File: src/rtl/requant_stage.sv
// rtl/requant_stage.sv - requantize signed 32-bit beats to OUT_W-bit outputs; optional REQUANT_SAT_CNT_EN saturation counter
module requant_stage #(
    parameter int OUT_W   = 8,
    parameter int SHIFT_W = 6,
    parameter int OUT_MIN = -128,
    parameter int OUT_MAX = 127
) (
    input  logic               clk_i,
    input  logic               rst_i,
    input  logic               cfg_valid_i,
    input  logic [31:0]        scale_i,
    input  logic [SHIFT_W-1:0] shift_i,
    input  logic [OUT_W-1:0]   out_zp_i,
    input  logic               data_valid_i,
    input  logic [31:0]        data_i,
    output logic               data_ready_o,
    output logic               data_valid_o,
    output logic [OUT_W-1:0]   data_o,
    input  logic               data_ready_i
`ifdef REQUANT_SAT_CNT_EN
    ,
    output logic [15:0]        sat_count_o
`endif
);

    localparam logic signed [65:0]      MIN_Y = 66'(OUT_MIN);
    localparam logic signed [65:0]      MAX_Y = 66'(OUT_MAX);
    localparam logic signed [OUT_W-1:0] MIN_O = OUT_W'(OUT_MIN);
    localparam logic signed [OUT_W-1:0] MAX_O = OUT_W'(OUT_MAX);

    // stored configuration
    logic signed [31:0]      scale_q, scale_d;
    logic [SHIFT_W-1:0]      shift_q, shift_d;
    logic signed [OUT_W-1:0] zp_q, zp_d;
    logic                    loaded_q, loaded_d;

    // pipeline registers; each stage carries the config its beat was accepted with
    logic                    v1_q, v1_d, v2_q, v2_d, v3_q, v3_d;
    logic signed [63:0]      p1_q, p1_d;
    logic [SHIFT_W-1:0]      sh1_q, sh1_d;
    logic signed [OUT_W-1:0] zp1_q, zp1_d, zp2_q, zp2_d;
    logic signed [64:0]      r2_q, r2_d;
    logic signed [OUT_W-1:0] out3_q, out3_d;

    logic                    en1, en2, en3;
    logic signed [31:0]      scale_act;
    logic [SHIFT_W-1:0]      shift_act;
    logic signed [OUT_W-1:0] zp_act;
    logic                    loaded_act;
    logic [SHIFT_W-1:0]      sh_eff;
    logic signed [64:0]      p_ext, rnd;
    logic signed [65:0]      y;
    logic                    y_sat;

    assign data_ready_o = en1;
    assign data_valid_o = v3_q;
    assign data_o       = out3_q;

    // ready chain, active config selection and all three datapath stages
    always_comb begin
        en3 = !v3_q || data_ready_i;
        en2 = !v2_q || en3;
        en1 = !v1_q || en2;

        scale_act  = cfg_valid_i ? $signed(scale_i)  : scale_q;
        shift_act  = cfg_valid_i ? shift_i           : shift_q;
        zp_act     = cfg_valid_i ? $signed(out_zp_i) : zp_q;
        loaded_act = cfg_valid_i || loaded_q;

        scale_d  = scale_act;
        shift_d  = shift_act;
        zp_d     = zp_act;
        loaded_d = loaded_act;

        // S1: full signed product; beats arriving before any config are swallowed
        v1_d  = v1_q;
        p1_d  = p1_q;
        sh1_d = sh1_q;
        zp1_d = zp1_q;
        if (en1) begin
            v1_d  = data_valid_i && loaded_act;
            p1_d  = 64'($signed(data_i)) * 64'(scale_act);
            sh1_d = shift_act;
            zp1_d = zp_act;
        end

        // S2: round half toward +inf then arithmetic shift, in 65 bits
        sh_eff = (sh1_q > SHIFT_W'(62)) ? SHIFT_W'(62) : sh1_q;
        p_ext  = 65'(p1_q);
        rnd    = '0;
        v2_d   = v2_q;
        r2_d   = r2_q;
        zp2_d  = zp2_q;
        if (en2) begin
            v2_d  = v1_q;
            zp2_d = zp1_q;
            if (sh_eff == '0) begin
                r2_d = p_ext;
            end else begin
                rnd  = 65'sd1 <<< (sh_eff - SHIFT_W'(1));
                r2_d = (p_ext + rnd) >>> sh_eff;
            end
        end

        // S3: add zero point and clamp
        y     = 66'(r2_q) + 66'(zp2_q);
        y_sat = (y > MAX_Y) || (y < MIN_Y);
        v3_d   = v3_q;
        out3_d = out3_q;
        if (en3) begin
            v3_d = v2_q;
            if (y > MAX_Y) begin
                out3_d = MAX_O;
            end else if (y < MIN_Y) begin
                out3_d = MIN_O;
            end else begin
                out3_d = y[OUT_W-1:0];
            end
        end
    end

    // state registers with synchronous reset
    always_ff @(posedge clk_i) begin
        if (rst_i) begin
            scale_q  <= '0;
            shift_q  <= '0;
            zp_q     <= '0;
            loaded_q <= 1'b0;
            v1_q     <= 1'b0;
            v2_q     <= 1'b0;
            v3_q     <= 1'b0;
            p1_q     <= '0;
            sh1_q    <= '0;
            zp1_q    <= '0;
            zp2_q    <= '0;
            r2_q     <= '0;
            out3_q   <= '0;
        end else begin
            scale_q  <= scale_d;
            shift_q  <= shift_d;
            zp_q     <= zp_d;
            loaded_q <= loaded_d;
            v1_q     <= v1_d;
            v2_q     <= v2_d;
            v3_q     <= v3_d;
            p1_q     <= p1_d;
            sh1_q    <= sh1_d;
            zp1_q    <= zp1_d;
            zp2_q    <= zp2_d;
            r2_q     <= r2_d;
            out3_q   <= out3_d;
        end
    end

`ifdef REQUANT_SAT_CNT_EN
    logic        sat3_q, sat3_d;
    logic [15:0] sat_cnt_q, sat_cnt_d;

    assign sat_count_o = sat_cnt_q;

    // saturation flag follows the output beat; count on handshake, clear on new config
    always_comb begin
        sat3_d = sat3_q;
        if (en3) begin
            sat3_d = v2_q && y_sat;
        end
        sat_cnt_d = sat_cnt_q;
        if (v3_q && data_ready_i && sat3_q && (sat_cnt_q != 16'hFFFF)) begin
            sat_cnt_d = sat_cnt_q + 16'd1;
        end
        if (cfg_valid_i) begin
            sat_cnt_d = '0;
        end
    end

    // saturation counter registers
    always_ff @(posedge clk_i) begin
        if (rst_i) begin
            sat3_q    <= 1'b0;
            sat_cnt_q <= '0;
        end else begin
            sat3_q    <= sat3_d;
            sat_cnt_q <= sat_cnt_d;
        end
    end
`else
    logic unused_sat;
    assign unused_sat = y_sat;
`endif

endmodule

File: config.mk
export PLATFORM = sky130hd
export DESIGN_NAME = requant_stage
export DESIGN_NICKNAME = d
export VERILOG_FILES = /design/src/rtl/requant_stage.sv
export SDC_FILE = /design/constraint.sdc
export NUM_CORES = 2
export LEC_CHECK = 0
export CAP_MARGIN = 20
export CORE_MARGIN = 1
export CORE_UTILIZATION = 31
export CTS_BUF_LIST = sky130_fd_sc_hd__clkbuf_8 sky130_fd_sc_hd__clkbuf_16
export DETAILED_ROUTE_END_ITERATION = 6
export GPL_ROUTABILITY_DRIVEN = 1
export HOLD_SLACK_MARGIN = 0.02
export PLACE_DENSITY_LB_ADDON = 0.3
export SLEW_MARGIN = 30
export SYNTH_ARGS = -nofsm -noshare
export SYNTH_HDL_FRONTEND = slang
export SYNTH_SLANG_ARGS = --single-unit
File: constraint.sdc
create_clock -name clk_i -period 11 [get_ports clk_i]
set_clock_uncertainty 0.15 [all_clocks]
set_input_delay 2.75 -clock clk_i [delete_from_list [all_inputs] [get_ports clk_i]]
set_output_delay 2.75 -clock clk_i [all_outputs]
set_load 0.02 [all_outputs]
# ---- After elaboration in Yosys (flattened, before gate mapping)
# Index checks and enable logic that the tools add are counted.
# Widths: inputs -> output; s select.
dict set report classes {
  mux 7
  n_lt_le_gt_ge 3
  n_mul 1
  n_reduce_logical 9
  addsub 3
  n_shift 2
}
# cell n
set op_table {}
lappend op_table {{$add 65x8->66} 1}
lappend op_table {{$gt 66x8->1 const B} 1}
lappend op_table {{$lt 66x8->1 const B} 1}
lappend op_table {{$add 64x65->65} 1}
lappend op_table {{$mux 65} 1}
lappend op_table {{$sshl 2x6->65 const A} 1}
lappend op_table {{$sshr 65x6->65} 1}
lappend op_table {{$mul 32x32->64} 1}
lappend op_table {{$mux 32} 1}
lappend op_table {{$mux 8} 3}
lappend op_table {{$mux 6} 2}
lappend op_table {{$gt 6x6->1 const B} 1}
lappend op_table {{$logic_not 6->1} 1}
lappend op_table {{$sub 6x1->6 const B} 1}
lappend op_table {{$logic_or 1x1->1} 4}
lappend op_table {{$logic_not 1->1} 3}
lappend op_table {{$logic_and 1x1->1} 1}
dict set report word_totals {
  wordCells 38
  out_inout_bits 10
  ff_bits 209
  in_bits 83
}

# ---- Logic depth before layout (Yosys ltp)
dict set report depth {
  ltp_word 7
  ltp_mapped 34
  mapped_depth_nobuf 30
}

# ---- Least setup slack after synthesis
# No wires, ideal clock.
dict set report synth_timing {
  kind {input-to-reg}
  from {input cfg_valid_i}
  to {register p1_q[60]}
  t_arrival_ns 11.365
  slack_ns -0.601
  cell_stages 28
  path_buffers 3
  required_ns 10.764
  setup_ns 0.086
  path_cell_list {clkbuf_1 > clkbuf_1 > mux2_2 > clkbuf_1 > nand2_1 > inv_1 > fa_1 > fa_1 > fa_1 > fa_1 > inv_1 > fa_1 > inv_1 > fa_1 > fa_1 > fa_1 > ha_1 > nor2b_1 > o21ai_0 > nand2b_1 > or3_1 > nor3_1 > o31ai_1 > o2111ai_1 > nand2_1 > o31ai_1 > xor2_1 > a211oi_1}
}
dict set report synth_between {
  elab_chain_cells 2
}
# element line_no
set synth_lines {}
lappend synth_lines {{from (decl)} 10} ;# input logic cfg_valid_i,
lappend synth_lines {{$mux 32} 65} ;# scale_act = cfg_valid_i ? $signed(scale_i) : scale_q;
lappend synth_lines {{$mul 32x32->64} 82} ;# p1_d = 64'($signed(data_i)) * 64'(scale_act);
lappend synth_lines {{to (signal assigned)} 146} ;# p1_q <= p1_d;
lappend synth_lines {{to (decl)} 39} ;# logic signed [63:0] p1_q, p1_d;
# No other way between the ends.
# A chain may end at the register's enable or synchronous reset.

# ---- Worst setup path after layout
dict set report layout_timing {
  from {input cfg_valid_i}
  to {register p1_q[63]}
}
# Same word-level chain as after synthesis.

==> impl_metrics.csv <==
group,metric,value,unit
synthesis,netlist_instances,7140,
timing,hold_ws,305,ps
floorplan,fp-row-count,160,
synthesis,yosysTopAreaCellShare,0.365,
timing,setup_viol,0,
finish,num_antenna_cells,0,
global_routing,grt_start_max_net_pins,74,
finish,final_cells,9879,
floorplan,io_pins,93,
critical_path,crit_type,"input pin to register",
critical_path,cp.arrival,11150,ps
synthesis,synth_area_per_cell,8.32,sq um
critical_path,crit_slowest_cell,"fa_1",
synthesis,ys_seq_area_frac,0.0704,
timing,rsz0062_at_grt,"false",
synthesis,synth_area,0.0594,sq mm
timing,timing.final.crit_share,0.979,
floorplan,die_y,440,um
detailed_routing,drt_first_pass_iters,7,
run_status,violations,"DRC",
timing,tightest_slew,1100,ps
critical_path,crit_fanout,21,
global_routing,globalRouteOverflowTotal,0,
synthesis,yosysTopAreaCell,"fa_1",
detailed_routing,vias,52500,
clock_tree,cts_sinks,209,
critical_path,max_stage_delay,600,ps
global_routing,grt_pass1_vias,55000,
finish,final.fill_count,19700,
clock_tree,clk_path_buf_depth,3,
critical_path,end_kind,"register",
clock_tree,cts_buffers,34,
synthesis,synth_seq_cells,209,
detailed_routing,avgViaCountPerCell,5.31,
critical_path,startpoint_type,"input pin",
placed_design,postPlaceCellArea,0.0663,sq mm
critical_path,cpMostUsedCell,"fa_1",
placed_design,place_inst,9803,
detailed_routing,first_iter_violations,3798,
finish,final_area,0.0678,sq mm
synthesis,yosysWarnings,0,
worst_hold_path,hold_class,"register to register",
clock_tree,htreeDepth,2,
floorplan,core_area,0.190,sq mm
synthesis,syn_nets,8620,
placed_design,numPortBuffers,92,
placed_design,place_congestion,0.975,
finish,num-nets-final,8822,
finish,area_delta_synth_final,14.2,%
timing,hold_violations,0,
detailed_routing,drc,4,
floorplan,start_util,0.312,
clock_tree,postCtsHoldBufs,0,
clock_tree,cts-root-buf,"clkbuf_16",
synthesis,synth_cell_types,101,
synthesis,synthArstFlopShare,0,
timing,relSlewSlack,0.266,
critical_path,cp.required,11390,ps
timing,max_freq,92.9,MHz
synthesis,yosys-top-cells-area,"fa_1 37%, dfxtp_1 7.0%, ha_1 6.6%, inv_1 6.4%, nand2_1 5.8%",
synthesis,synthFlopType,"dfxtp_1",
detailed_routing,wl,220000,um
finish,drive_above_1_share,0.104,
critical_path,worst-path-buf-inv,8,
floorplan,die_w,440,um
critical_path,cpLargestDelayFamily,"adder cells",
clock_tree,cts_tree,"done",
timing,post-route-min-period,10760,ps
placed_design,place_hpwl,186000,um
detailed_routing,drt-wirelength-per-cell,22.3,um
global_routing,antenna_found_initial,7,
timing,slew_violations,0,
flow_run,drv_cap,0,
global_routing,grt_util_all_layers,0.225,
clock_tree,clock_latency,620,ps
synthesis,synth_edf_count,0,
clock_tree,clk_pin_slew,60,ps
floorplan,die_area,0.193,sq mm
global_routing,grt_pass1_wl,335000,um
run_status,status,"complete, but fails checks",
timing,tns,0,ps
detailed_routing,final_antenna_net_count,0,
cells by family after synthesis:
logic type | after synthesis | share of synthesized area
other cells | 1 | 0.0000631
fa+ha+maj | 1397 | 0.431
compound gates | 1335 | 0.149
simple gates | 2422 | 0.199
xor+xnor | 140 | 0.0206
buf+inv | 1450 | 0.0929
mux | 186 | 0.0365
flops | 209 | 0.0704
metal layers:
| metal | routed length [um] | GRT usage |
|---|---|---|
| met5 | 0 | 0 |
| met4 | 9830 | 0.0853 |
| met3 | 11700 | 0.0237 |
| met1 | 93700 | 0.295 |
| met2 | 105000 | 0.380 |
layout make-up:
class | count | area (sq um) | area share
Tap cell | 2511 | 3140 | 0.0463
Multi-Input combinational cell | 5484 | 50000 | 0.737
Sequential cell | 209 | 4190 | 0.0618
Inverter | 1014 | 3810 | 0.0561
Timing Repair Buffer | 599 | 5480 | 0.0807
Clock inverter | 20 | 250 | 0.00369
Clock buffer | 42 | 961 | 0.0142
cells in the final DEF, fill, tap and decap left out, drive strengths merged, types with 15 or more instances in the layout:
master	instances
o211ai	51
or3	41
nor3	142
xor2	45
a211oi	81
inv	1015
nor2	363
nor4	38
nand4	65
clkbuf	45
buf	507
nand2b	36
dfxtp	209
a21boi	16
and4	15
o221ai	15
nand3	102
nand2	912
or2	23
a21oi	387
o22ai	29
and2	339
ha	313
a31oi	46
o31ai	20
a221oi	26
mux2	66
xnor2	95
mux2i	105
o211a	16
o21bai	28
and3	37
o21ai	253
a21o	117
o21a	50
mux4	18
fa	1084
a2111oi	25
clkdlybuf4s50	88
nor2b	259
synth_stat cells (all sizes together) (18+ instances only):
cell type and instances:
a2111oi 25, a211oi 81, a21o 117, a21oi 387
a221oi 26, a31oi 46, and2 339, and3 37
buf 69, clkbuf 367, dfxtp 209, fa 1084
ha 313, inv 1008, mux2 63, mux2i 105
mux4 18, nand2 912, nand2b 36, nand3 102
nand4 65, nor2 363, nor2b 259, nor3 142
nor4 38, o211ai 51, o21a 50, o21ai 253
o21bai 28, o22ai 29, o31ai 20, or2 23
or3 41, xnor2 95, xor2 45
state kept, by name (all words and copies together) (netlist names), 6 cells and up:
register / cells
zp_q: 8
scale_q: 32
r2_q: 65
sh1_q: 6
shift_q: 6
p1_q: 64
zp2_q: 8
zp1_q: 8
data_o: 8
worst paths after layout:
check              start         to  slack [ps]  cells past startpoint
max reg2reg   scale_q[9]   p1_q[63]        2320                     28
max          cfg_valid_i   p1_q[63]         240                     31
min            data_o[7]  data_o[7]         300                      2
min reg2reg    data_o[7]  data_o[7]         300                      2
worst register-to-register path: cells and delay by family, from the launching register on:
family,cells,cell delay [ps]
simple gates,1,110
flops,1,520
compound gates,11,2260
xor+xnor,1,80
mux,1,370
fa+ha+maj,9,4260
buf+inv,5,860
through the flow:
| stage | setup slack (ps) | util |
|---|---|---|
| 5_1_grt | 9.77 | 0.357 |
| 4_1_cts | 21.5 | 0.355 |
| 3_5_place_dp | -1250 | 0.348 |
| 3_3_place_gp | -1260 | 0.348 |
| 2_1_floorplan | 0.0329 | - |
| 6_report | 236 | 0.357 |
repair_timing:
item	4_1_cts	5_1_grt
pin swaps	2	10
gates cloned	0	5
setup endpoints to repair	15	16
buffers inserted	3	6
endpoints found under the hold margin	0	0
gates resized for setup	8	42
Power is left out: the tool's default activity adds up to more than one toggle a clock period on the data nets, which glitch-free logic cannot reach.
